### config.mk
export PLATFORM = sky130hd
export DESIGN_NAME = regfile_writeback_queue_flat
export DESIGN_NICKNAME = d
export VERILOG_FILES = /design/src/rtl/regfile_writeback_queue_if.sv /design/src/rtl/regfile_writeback_queue.sv /design/src/flat_wrapper.sv
export SDC_FILE = /design/constraint.sdc
export NUM_CORES = 1
export LEC_CHECK = 0
export CORE_ASPECT_RATIO = 1.1
export CORE_MARGIN = 2
export CORE_UTILIZATION = 50
export DETAILED_ROUTE_END_ITERATION = 8
export PLACE_DENSITY = 0.76
export SLEW_MARGIN = 0
export SYNTH_ARGS = -nofsm -noshare
export SYNTH_HDL_FRONTEND = slang
export SYNTH_SLANG_ARGS = --single-unit
### constraint.sdc
create_clock -name clk -period 5.2 [get_ports clk]
set_clock_uncertainty 0.15 [all_clocks]
set_input_delay 1.04 -clock clk [delete_from_list [all_inputs] [get_ports clk]]
set_output_delay 1.04 -clock clk [all_outputs]
set_load 0.01 [all_outputs]
### src/rtl/regfile_writeback_queue_if.sv
// Producer-to-regfile bundle for the writeback queue: two result handshakes,
// the register file write port, and hazard/occupancy status.
interface regfile_writeback_queue_if #(
   parameter int unsigned DEPTH = 4,
   parameter int unsigned XLEN  = 32
);
   localparam int unsigned CW = $clog2(DEPTH) + 1;

   logic            alu_valid;
   logic [4:0]      alu_rd;
   logic [XLEN-1:0] alu_data;
   logic            alu_ready;
   logic            mem_valid;
   logic [4:0]      mem_rd;
   logic [XLEN-1:0] mem_data;
   logic            mem_ready;
   logic            hold;
   logic [4:0]      write_addr;
   logic [XLEN-1:0] write_data;
   logic            RegWrite;
   logic [31:0]     busy_mask;
   logic [CW-1:0]   count;

   modport master (
      output alu_valid, alu_rd, alu_data, mem_valid, mem_rd, mem_data, hold,
      input  alu_ready, mem_ready, write_addr, write_data, RegWrite, busy_mask, count
   );

   modport slave (
      input  alu_valid, alu_rd, alu_data, mem_valid, mem_rd, mem_data, hold,
      output alu_ready, mem_ready, write_addr, write_data, RegWrite, busy_mask, count
   );
endinterface

### src/rtl/regfile_writeback_queue.sv
// In-order writeback FIFO merging ALU and load results into the single
// register file write port, with a pending-write mask for decode stalls.
module regfile_writeback_queue #(
   parameter int unsigned DEPTH = 4,
   parameter int unsigned XLEN  = 32
) (
   input logic                      clk,
   input logic                      rst_n,
   regfile_writeback_queue_if.slave bus
);
   localparam int unsigned PW = $clog2(DEPTH);
   localparam int unsigned CW = PW + 1;

   logic [PW-1:0]   wr_ptr_q, wr_ptr_d;
   logic [PW-1:0]   rd_ptr_q, rd_ptr_d;
   logic [CW-1:0]   count_q, count_d;
   logic [4:0]      ent_rd_q   [DEPTH];
   logic [4:0]      ent_rd_d   [DEPTH];
   logic [XLEN-1:0] ent_data_q [DEPTH];
   logic [XLEN-1:0] ent_data_d [DEPTH];
   logic            reg_write_q, reg_write_d;
   logic [4:0]      write_addr_q, write_addr_d;
   logic [XLEN-1:0] write_data_q, write_data_d;

   logic            full;
   logic            in_take;
   logic [4:0]      in_rd;
   logic [XLEN-1:0] in_data;
   logic            push;
   logic            pop;
   logic [31:0]     busy;

   assign full          = (count_q == CW'(DEPTH));
   assign bus.mem_ready = !full;
   assign bus.alu_ready = !full && !bus.mem_valid;

   // Load results win; x0 targets are consumed but never enqueued.
   always_comb begin
      in_take = 1'b0;
      in_rd   = 5'd0;
      in_data = '0;
      if (bus.mem_valid && !full) begin
         in_take = 1'b1;
         in_rd   = bus.mem_rd;
         in_data = bus.mem_data;
      end else if (bus.alu_valid && !full) begin
         in_take = 1'b1;
         in_rd   = bus.alu_rd;
         in_data = bus.alu_data;
      end
   end

   assign push = in_take && (in_rd != 5'd0);
   assign pop  = (count_q != '0) && !bus.hold;

   always_comb begin
      wr_ptr_d     = wr_ptr_q;
      rd_ptr_d     = rd_ptr_q;
      count_d      = count_q;
      ent_rd_d     = ent_rd_q;
      ent_data_d   = ent_data_q;
      reg_write_d  = 1'b0;
      write_addr_d = write_addr_q;
      write_data_d = write_data_q;
      if (push) begin
         ent_rd_d[wr_ptr_q]   = in_rd;
         ent_data_d[wr_ptr_q] = in_data;
         wr_ptr_d             = wr_ptr_q + PW'(1);
      end
      if (pop) begin
         reg_write_d  = 1'b1;
         write_addr_d = ent_rd_q[rd_ptr_q];
         write_data_d = ent_data_q[rd_ptr_q];
         rd_ptr_d     = rd_ptr_q + PW'(1);
      end
      case ({push, pop})
         2'b10:   count_d = count_q + CW'(1);
         2'b01:   count_d = count_q - CW'(1);
         default: count_d = count_q;
      endcase
   end

   always_ff @(posedge clk) begin
      if (!rst_n) begin
         wr_ptr_q     <= '0;
         rd_ptr_q     <= '0;
         count_q      <= '0;
         reg_write_q  <= 1'b0;
         write_addr_q <= '0;
         write_data_q <= '0;
      end else begin
         wr_ptr_q     <= wr_ptr_d;
         rd_ptr_q     <= rd_ptr_d;
         count_q      <= count_d;
         reg_write_q  <= reg_write_d;
         write_addr_q <= write_addr_d;
         write_data_q <= write_data_d;
      end
   end

   // Entry storage needs no reset: validity comes from the pointers and count.
   always_ff @(posedge clk) begin
      ent_rd_q   <= ent_rd_d;
      ent_data_q <= ent_data_d;
   end

   // An entry is live when its distance from the read pointer is below count.
   always_comb begin
      logic [PW-1:0] off;
      busy = '0;
      off  = '0;
      for (int unsigned i = 0; i < DEPTH; i++) begin
         off = PW'(i) - rd_ptr_q;
         if ({1'b0, off} < count_q) busy[ent_rd_q[i]] = 1'b1;
      end
      if (reg_write_q) busy[write_addr_q] = 1'b1;
      busy[0] = 1'b0;
   end

   assign bus.busy_mask  = busy;
   assign bus.RegWrite   = reg_write_q;
   assign bus.write_addr = write_addr_q;
   assign bus.write_data = write_data_q;
   assign bus.count      = count_q;
endmodule

### src/flat_wrapper.sv
// flat-port wrapper written by rule: the top's interface ports become plain ports
module regfile_writeback_queue_flat 
#(
   parameter int unsigned DEPTH = 4,
   parameter int unsigned XLEN  = 32
)
  (clk, rst_n, bus_alu_valid, bus_alu_rd, bus_alu_data, bus_mem_valid, bus_mem_rd, bus_mem_data, bus_hold, bus_alu_ready, bus_mem_ready, bus_write_addr, bus_write_data, bus_RegWrite, bus_busy_mask, bus_count);
  regfile_writeback_queue_if #(.DEPTH(DEPTH), .XLEN(XLEN)) bus_i ();
  input logic clk;
  input logic rst_n;
  input wire logic [$bits(bus_i.alu_valid)-1:0] bus_alu_valid;
  input wire logic [$bits(bus_i.alu_rd)-1:0] bus_alu_rd;
  input wire logic [$bits(bus_i.alu_data)-1:0] bus_alu_data;
  input wire logic [$bits(bus_i.mem_valid)-1:0] bus_mem_valid;
  input wire logic [$bits(bus_i.mem_rd)-1:0] bus_mem_rd;
  input wire logic [$bits(bus_i.mem_data)-1:0] bus_mem_data;
  input wire logic [$bits(bus_i.hold)-1:0] bus_hold;
  output wire logic [$bits(bus_i.alu_ready)-1:0] bus_alu_ready;
  output wire logic [$bits(bus_i.mem_ready)-1:0] bus_mem_ready;
  output wire logic [$bits(bus_i.write_addr)-1:0] bus_write_addr;
  output wire logic [$bits(bus_i.write_data)-1:0] bus_write_data;
  output wire logic [$bits(bus_i.RegWrite)-1:0] bus_RegWrite;
  output wire logic [$bits(bus_i.busy_mask)-1:0] bus_busy_mask;
  output wire logic [$bits(bus_i.count)-1:0] bus_count;
  assign bus_i.alu_valid = bus_alu_valid;
  assign bus_i.alu_rd = bus_alu_rd;
  assign bus_i.alu_data = bus_alu_data;
  assign bus_i.mem_valid = bus_mem_valid;
  assign bus_i.mem_rd = bus_mem_rd;
  assign bus_i.mem_data = bus_mem_data;
  assign bus_i.hold = bus_hold;
  assign bus_alu_ready = bus_i.alu_ready;
  assign bus_mem_ready = bus_i.mem_ready;
  assign bus_write_addr = bus_i.write_addr;
  assign bus_write_data = bus_i.write_data;
  assign bus_RegWrite = bus_i.RegWrite;
  assign bus_busy_mask = bus_i.busy_mask;
  assign bus_count = bus_i.count;
  regfile_writeback_queue #(.DEPTH(DEPTH), .XLEN(XLEN)) u_core (.clk(clk), .rst_n(rst_n), .bus(bus_i));
endmodule
==> flow_metrics.env <==
export IMPL_grt_antenna_before_repair=0
export IMPL_layout_drive_gt1_share_pct=11.8
export IMPL_status="finished, final reports clean"
export IMPL_hold_path_depth=2
export IMPL_ctsHoldBuffers=0
export IMPL_path_class="reg -> out"
export IMPL_holdWs_ns=0.314
export IMPL_worst_pin_slew_ns=1.07
export IMPL_numCtsBuffers=17
export IMPL_vias=6726
export IMPL_drc=0
export IMPL_finalCritPeriodShare_pct=90.4
export IMPL_r2r_slack_ns=1.70
export IMPL_ys_seq_elements=193
export IMPL_min_from="u_core.bus.write_data[15]$_SDFFE_PN0P_"
export IMPL_fin_total_pwr_mw=5.32
export IMPL_synth_top_area_share_pct=48.9
export IMPL_pin_count=154
export IMPL_htree_num_levels=4
export IMPL_first_pass_iters=5
export IMPL_mostFrequentLayoutCells="clkdlybuf4s50_1 (152), edfxtp_1 (148), nand2_1 (106)"
export IMPL_ys_types=56
export IMPL_clkLatencyLatePin_ns=0.43
export IMPL_dp_hpwl_um=19500
export IMPL_critPathCaptureType="primary output"
export IMPL_wire_per_inst_um=24.5
export IMPL_finalMaxSlewViolations=0
export IMPL_rr_endpoint="u_core.bus.count[2]$_SDFFE_PN0P_"
export IMPL_switching_share_pct=34.1
export IMPL_placed_cell_area_sq_um=10900
export IMPL_dp_slack_ns=0.969
export IMPL_die_h_um=145
export IMPL_synth_area_sq_um=9080
export IMPL_final_common_cell="clkdlybuf4s50_1"
export IMPL_min_path_type="reg -> reg"
export IMPL_final_setup_tns_ns=0
export IMPL_final_cells=1092
export IMPL_grt_pass1_wl_um=40000
export IMPL_r2r_start="u_core.bus.count[2]$_SDFFE_PN0P_"
export IMPL_hold_viol_final=0
export IMPL_power_density_nw_per_um2=465
export IMPL_max_vdd_ir_drop_v=0.000295
export IMPL_syn_to_final_growth_pct=25.8
export IMPL_synth_edff_count=148
export IMPL_hold_path_end="u_core.bus.write_data[15]$_SDFFE_PN0P_"
export IMPL_yosysSeqAreaShare_pct=58.8
export IMPL_switchingPower_mw=1.81
export IMPL_start_kind="flip-flop"
export IMPL_core_area_sq_um=17700
export IMPL_yosys_warnings=0
export IMPL_fin_nets=930
export IMPL_dieWidth_um=133
export IMPL_cp_data_arrival_time_ns=3.51
export IMPL_clockBufferDepth=2
export IMPL_fin_crit_ns=4.70
export IMPL_maxCapViolCount=0
export IMPL_grt_pass1_vias=6846
export IMPL_async_flop_share_pct=0
export IMPL_rsz0062_at_grt="false"
export IMPL_num_rows=51
export IMPL_wirelength_um=26700
export IMPL_power_frac_seq_pct=43.0
export IMPL_dp_cells=1060
export IMPL_clkTransAtPathRegs_ns=0.07
export IMPL_drtIter0Drc=503
export IMPL_p_int_mw=3.50
export IMPL_cts_setup_buffers=0
export IMPL_grt_max_degree=47
export IMPL_utilization_pct=64.4
export IMPL_fmax_mhz=213
export IMPL_finalSetupViolations=0
export IMPL_ys_flop_type="edfxtp_1"
export IMPL_cp_max_fo=40
export IMPL_syn_area_per_cell_sq_um=13.0
export IMPL_grt_overflow_total=0
export IMPL_slew_headroom_pct=28.5
export IMPL_p_leak_nw=3.82
export IMPL_clock_sinks=193
export IMPL_cp_data_required_time_ns=4.01
export IMPL_synth_fp_nets=789
export IMPL_syn_inst=700
export IMPL_diodes=0
export IMPL_fin_ws_ns=0.500
export IMPL_synth_area_leaders="edfxtp_1 (49%), dfxtp_1 (9.9%), mux4_2 (9.2%), nand2_1 (4.4%), a22o_1 (3.8%)"
export IMPL_grt_use_total_pct=27.9
export IMPL_p_clk_share_pct=23.0
export IMPL_clock_root_buffer="clkbuf_16"
export IMPL_place_gp_congestion=0.963
export IMPL_vias_per_cell=6.16
export IMPL_die_area_sq_um=19300
export IMPL_ant_nets=0
export IMPL_initial_core_util_pct=51.2
export IMPL_cts_repair_resized=0
export IMPL_cts_tree="built"
export IMPL_p_comb_share_pct=34.0
export IMPL_stdcell_area_sq_um=11400
export IMPL_yosysTopAreaCell="edfxtp_1"
export IMPL_reg2reg_depth=10
export IMPL_port_buffers=152
-- worst max-delay path, cell delays in order (launching register included) --
cell	delay (ns)
dfxtp_2	0.33
buf_4	0.49
inv_1	0.10
ha_1	0.30
a211o_1	0.29
nand3_1	0.19
nor2_1	0.14
a22oi_1	0.51
o211ai_1	0.18
clkdlybuf4s50_1	0.54
-- power by group through the flow --
stage | Clock, mW | Sequential [mW] | Combinational [mW]
2_1_floorplan | 0 | 2.23 | 1.13
3_3_place_gp | 0 | 2.29 | 1.78
3_5_place_dp | 0 | 2.31 | 1.80
4_1_cts | 1.24 | 2.29 | 1.81
5_1_grt | 1.30 | 2.32 | 1.94
6_report | 1.23 | 2.29 | 1.81
-- logic make-up (layout without fill, tap and decap cells) --
| logic type | count (synthesis) | count (layout) | share of synthesized area [%] |
|---|---|---|---|
| flops | 193 | 193 | 58.8 |
| other cells | 1 | 1 | 0.0413 |
| xor+xnor | 6 | 6 | 0.578 |
| mux | 37 | 37 | 9.17 |
| fa+ha+maj | 10 | 10 | 1.46 |
| simple gates | 221 | 221 | 12.0 |
| compound gates | 170 | 170 | 15.0 |
| buf+inv | 62 | 216 | 2.97 |
-- per-layer routing --
layer,GRT usage [%],part of all wire [%]
met4,15.1,5.1
met3,4.98,5.6
met2,50.1,53
met5,0,0
met1,31.4,37
-- worst max-delay path by stage --
stage | from | end | slack [ns] | cells after the start
floorplan | bus_mem_valid | u_core.ent_data_q[0]$_DFFE_PP_ | 1.02 | 5
global placement | u_core.rd_ptr_q[1]$_SDFFE_PN0P_ | bus_busy_mask[3] | 0.92 | 9
detailed placement | bus_mem_valid | u_core.bus.count[2]$_SDFFE_PN0P_ | 0.97 | 11
CTS | u_core.rd_ptr_q[1]$_SDFFE_PN0P_ | bus_busy_mask[11] | 0.53 | 9
global route | u_core.rd_ptr_q[1]$_SDFFE_PN0P_ | bus_busy_mask[2] | 0.33 | 9
finish | u_core.rd_ptr_q[1]$_SDFFE_PN0P_ | bus_busy_mask[11] | 0.50 | 9
-- cell type report --
cell class / count / area [sq um]
fillers: 1335 / 6310
multi-input cells: 445 / 3510
clock inverters: 14 / 124
inverters: 13 / 48.8
well taps: 238 / 298
clock buffers: 18 / 429
flip-flops and latches: 193 / 5350
repair buffers: 171 / 1660
-- synthesized netlist by cell type, drive strengths merged (6+ instances only) --
| library cell | count |
|---|---|
| a22oi | 18 |
| nor2b | 19 |
| mux4 | 37 |
| clkbuf | 28 |
| o22ai | 7 |
| dfxtp | 45 |
| buf | 21 |
| inv | 13 |
| a221oi | 11 |
| nor3 | 9 |
| o21ai | 6 |
| nor2 | 24 |
| ha | 9 |
| nand3 | 9 |
| edfxtp | 148 |
| nor3b | 8 |
| a21boi | 39 |
| nand3b | 6 |
| a211o | 8 |
| a22o | 39 |
| nand2b | 11 |
| and2 | 10 |
| o211ai | 15 |
| nand2 | 106 |
| o2111ai | 7 |
-- registers in the layout, summed over array words and instances (netlist names) --
register,count
u_core.ent_rd_q,20
u_core.wr_ptr_q,2
u_core.bus.write_data,32
u_core.bus.write_addr,5
u_core.bus.RegWrite,1
u_core.rd_ptr_q,2
u_core.ent_data_q,128
u_core.bus.count,3
No activity file was read; power rests on OpenSTA's default activity.
